### config.mk
export PLATFORM = sky130hd
export DESIGN_NAME = vga_timing_controller
export DESIGN_NICKNAME = d
export VERILOG_FILES = /design/src/rtl/vga_timing_controller.sv
export SDC_FILE = /design/constraint.sdc
export NUM_CORES = 1
export LEC_CHECK = 0
export ABC_AREA = 1
export BUFFER_PORTS_ARGS = -buffer_cell sky130_fd_sc_hd__buf_2
export CAP_MARGIN = 40
export CORE_MARGIN = 3
export CORE_UTILIZATION = 40
export CTS_CLUSTER_DIAMETER = 40
export DETAILED_ROUTE_END_ITERATION = 7
export PLACE_DENSITY = 0.7
export SKIP_LAST_GASP = 1
export SLEW_MARGIN = 40
export SYNTH_ARGS = -nofsm -noshare
export SYNTH_HDL_FRONTEND = slang
export SYNTH_SLANG_ARGS = --single-unit
### constraint.sdc
create_clock -name clk_25 -period 1.9 [get_ports clk_25]
set_input_delay 0.095 -clock clk_25 [delete_from_list [all_inputs] [get_ports clk_25]]
set_output_delay 0.095 -clock clk_25 [all_outputs]
set_load 0.02 [all_outputs]
### src/rtl/vga_timing_controller.sv
// VGA timing controller: generates 640x480@60Hz raster timing from the pixel
// clock, publishes the current pixel coordinates to the pattern source, and
// registers the returned colour with hsync/vsync so that both leave on the
// same clock edge towards the connector.
module vga_timing_controller #(
    parameter int H_ACTIVE = 640,
    parameter int H_FP     = 16,
    parameter int H_SYNC   = 96,
    parameter int H_BP     = 48,
    parameter int V_ACTIVE = 480,
    parameter int V_FP     = 10,
    parameter int V_SYNC   = 2,
    parameter int V_BP     = 33
) (
    input  logic        clk_25,
    input  logic        resetN,
    input  logic [3:0]  red_in,
    input  logic [3:0]  green_in,
    input  logic [3:0]  blue_in,
    output logic [31:0] pxl_x,
    output logic [31:0] pxl_y,
    output logic        visible,
    output logic [3:0]  vga_r,
    output logic [3:0]  vga_g,
    output logic [3:0]  vga_b,
    output logic        vga_hs,
    output logic        vga_vs,
    output logic        frame_start
);

    localparam int H_TOTAL = H_ACTIVE + H_FP + H_SYNC + H_BP;
    localparam int V_TOTAL = V_ACTIVE + V_FP + V_SYNC + V_BP;
    localparam int HW      = $clog2(H_TOTAL);
    localparam int VW      = $clog2(V_TOTAL);

    localparam logic [HW-1:0] H_LAST     = HW'(H_TOTAL - 1);
    localparam logic [HW-1:0] H_VIS_END  = HW'(H_ACTIVE);
    localparam logic [HW-1:0] H_SYNC_BEG = HW'(H_ACTIVE + H_FP);
    localparam logic [HW-1:0] H_SYNC_END = HW'(H_ACTIVE + H_FP + H_SYNC);
    localparam logic [VW-1:0] V_LAST     = VW'(V_TOTAL - 1);
    localparam logic [VW-1:0] V_VIS_END  = VW'(V_ACTIVE);
    localparam logic [VW-1:0] V_SYNC_BEG = VW'(V_ACTIVE + V_FP);
    localparam logic [VW-1:0] V_SYNC_END = VW'(V_ACTIVE + V_FP + V_SYNC);

    logic [HW-1:0] h_cnt;
    logic [VW-1:0] v_cnt;
    logic          h_wrap;
    logic          v_wrap;
    logic          hs_next;
    logic          vs_next;

    assign h_wrap = (h_cnt == H_LAST);
    assign v_wrap = (v_cnt == V_LAST);

    // Sync pulses are active low; the vertical pulse covers whole lines.
    assign hs_next = !((h_cnt >= H_SYNC_BEG) && (h_cnt < H_SYNC_END));
    assign vs_next = !((v_cnt >= V_SYNC_BEG) && (v_cnt < V_SYNC_END));

    assign visible = (h_cnt < H_VIS_END) && (v_cnt < V_VIS_END);
    assign pxl_x   = 32'(h_cnt);
    assign pxl_y   = 32'(v_cnt);

    // Raster counters: h_cnt runs every clock, v_cnt advances on line wrap.
    always_ff @(posedge clk_25 or negedge resetN) begin
        if (!resetN) begin
            h_cnt <= '0;
            v_cnt <= '0;
        end else if (h_wrap) begin
            // NOTE: non-blocking assignments keep every register in this block
            // reading the pre-edge values, so the wrap decision and the
            // increment see the same counter state.
            h_cnt <= '0;
            v_cnt <= v_wrap ? '0 : v_cnt + 1'b1;
        end else begin
            h_cnt <= h_cnt + 1'b1;
        end
    end

    // Output stage: colour, syncs and frame marker for the current coordinate
    // are registered together so they reach the pins with no relative skew.
    always_ff @(posedge clk_25 or negedge resetN) begin
        if (!resetN) begin
            vga_r       <= '0;
            vga_g       <= '0;
            vga_b       <= '0;
            vga_hs      <= 1'b1;
            vga_vs      <= 1'b1;
            frame_start <= 1'b0;
        end else begin
            vga_r       <= visible ? red_in   : 4'h0;
            vga_g       <= visible ? green_in : 4'h0;
            vga_b       <= visible ? blue_in  : 4'h0;
            vga_hs      <= hs_next;
            vga_vs      <= vs_next;
            frame_start <= (h_cnt == '0) && (v_cnt == '0);
        end
    end

endmodule

==> impl_metrics.json <==
{
  "diodes": 0,
  "ys.flop_type": "dfrtp_1",
  "synth_top_area_share_pct": 39.7,
  "syn_area_mm2": 0.00208,
  "fillers": 489,
  "grt_pass1_wl_um": 6270,
  "clock_skew_ns": 0.00860,
  "die_w_um": 78.1,
  "finalCritPeriodShare_pct": 91.5,
  "p_switching_uw": 391,
  "critical_path.startpoint_type": "flop",
  "finalNetCount": 325,
  "crit_type": "flop to primary output",
  "num_vias": 1579,
  "cts_max_path_buffers": 2,
  "p_int_mw": 1.08,
  "fmax_mhz": 575,
  "setup_viol": 0,
  "layout_common_cells": "buf_2, conb_1, nand2_1",
  "p_leak_nw": 1.27,
  "hold_viol_final": 0,
  "outcome": "finished, final reports clean",
  "path_max_fanout": 13,
  "htree_num_levels": 2,
  "setup_tns_ns": 0,
  "grt_setup_unrepaired": "no",
  "clk_latency_ns": 0.28,
  "cap_violations": 0,
  "dp_hpwl_um": 2930,
  "coreArea_mm2": 0.00488,
  "clock_sinks": 35,
  "antenna_found_initial": 0,
  "power_frac_comb_pct": 10.4,
  "dieArea_mm2": 0.00610,
  "io_pins": 94,
  "drive_above_1_share_pct": 23.5,
  "final_common_cell": "buf_2",
  "endpoint_kind": "primary output",
  "synth-seq-cells": 35,
  "finalMaxSlewViolations": 0,
  "drc": 0,
  "synth_cell_types": 28,
  "gp_congestion": 0.819,
  "grt_max_degree": 36,
  "cts_buffers": 5,
  "port_buffers": 49,
  "cp.arrival_ns": 1.64,
  "ant_nets": 0,
  "swShare_pct": 26.5,
  "grt_pass1_vias": 1434,
  "cts_root_buf": "clkbuf_8",
  "drtIter0Drc": 92,
  "post_cts_buffers": 0,
  "yosysSeqAreaShare_pct": 42.3,
  "synth_cells": 248,
  "synth_area_leaders": "dfrtp_1, buf_4, nand2_1, inv_1, nor2_1",
  "clkPwrFrac_pct": 38.0,
  "die_h_um": 78.1,
  "hold_class": "primary input to flop",
  "start_util_pct": 42.6,
  "wire_per_inst_um": 10.3,
  "fp-row-count": 25,
  "yosys_warnings": 0,
  "yosysTopAreaCell": "dfrtp_1",
  "cts_tree": "yes",
  "ir_drop_uv": 272,
  "routed_via_density": 4.22,
  "track_usage_pct": 13.0,
  "firstDrtPassIters": 4,
  "synth-edff-count": 0,
  "clk_pin_slew_ns": 0.07,
  "synthArstFlopShare_pct": 100,
  "avgSynthCellArea_um2": 8.38,
  "min_period_ns": 1.74,
  "routed_wl_um": 3850,
  "p_seq_share_pct": 51.5,
  "cp_data_required_time_ns": 1.80,
  "hold_slack_ns": 0.0136,
  "power_density_mw_per_mm2": 620,
  "area_delta_synth_final_pct": 14.5,
  "grt_overflow_total": 0
}
cells by family after synthesis:
group | after synthesis | share of synthesized area (%)
AO/OA/AOI/OAI | 13 | 3.91
XOR/XNOR | 8 | 3.37
adder cells (fa/ha/maj) | 5 | 3.01
buffers and inverters | 81 | 23.1
flip-flops | 35 | 42.3
other | 1 | 0.180
AND/OR/NAND/NOR | 105 | 24.2
worst max-delay path: stages (launching register included):
cell and delay, ns:
dfrtp_1 0.47, nand2_1 0.12, nor3_2 0.23, nor2_1 0.08
nand2_2 0.22, inv_1 0.08, buf_2 0.16
flip-flops by register name (all words and copies together), names as in the netlist:
register     flops
frame_start      1
h_cnt           10
v_cnt           10
vga_b            4
vga_g            4
vga_hs           1
vga_r            4
vga_vs           1
synthesized netlist by cell type (all sizes together) (5+ instances only):
library cell / number
nand3: 13
nand2: 38
nand4: 6
xor2: 7
o21ai: 10
dfrtp: 33
inv: 35
ha: 5
nor2: 35
nor3: 9
buf: 46
stage by stage:
stage	setup slack [ns]	cells	total power [mW]	instance area [um^2]	utilization, %
6_report	0.162	374	1.47	2380	48.8
5_1_grt	0.0222	374	1.55	2380	48.8
4_1_cts	0.0477	374	1.50	2370	48.7
3_5_place_dp	0.355	361	0.920	2230	45.6
3_3_place_gp	0.393	361	0.919	2230	45.6
2_1_floorplan	0.362	291	0.948	2240	-
power groups by stage:
stage	combinational, mW	sequential, mW	clock (mW)
after floorplan	0.155	0.793	0
after global placement	0.144	0.775	0
after detailed placement	0.145	0.774	0
after CTS	0.153	0.760	0.583
after global routing	0.168	0.761	0.618
final	0.154	0.760	0.560
repair_timing:
action | 4_1_cts | 5_1_grt
hold buffers | 5 | 0
gates resized for setup | 0 | 1
setup endpoints to repair | 0 | 1
hold endpoints to repair | 37 | 0
layer usage:
| metal | GRT usage (%) | vias up | wire length (um) |
|---|---|---|---|
| met5 | 0 | - | 0 |
| met4 | 5.59 | 0 | 58 |
| met3 | 4.13 | 5 | 278 |
| met2 | 21.5 | 56 | 1870 |
| met1 | 15.5 | 719 | 1640 |
| li1 | - | 799 | - |
final timing paths:
| check | start | endpoint | slack, ns | cells past startpoint |
|---|---|---|---|---|
| min in group asynchronous | resetN | vga_b[1]$_DFF_PN0_ | 0.30 | 2 |
| hold / removal | red_in[0] | vga_r[0]$_DFF_PN0_ | 0.01 | 3 |
| max in group asynchronous | resetN | vga_vs$_DFF_PN1_ | 1.26 | 2 |
| setup / recovery | v_cnt[5]$_DFFE_PN0N_ | visible | 0.16 | 6 |
| setup reg to reg | h_cnt[0]$_DFF_PN0_ | v_cnt[2]$_DFFE_PN0N_ | 0.35 | 8 |
| hold reg to reg | h_cnt[0]$_DFF_PN0_ | h_cnt[0]$_DFF_PN0_ | 0.56 | 1 |
cell type report:
class                   count  area [um^2]  area share (%)
flip-flops and latches     35          878            36.9
clock buffers               6         82.6            3.47
inverters                  35          136            5.73
multi-input cells         175          885            37.2
clock inverters             2         16.3           0.683
well taps                  67         83.8            3.52
repair buffers             54          298            12.5
(Power assumes the default switching activity.)
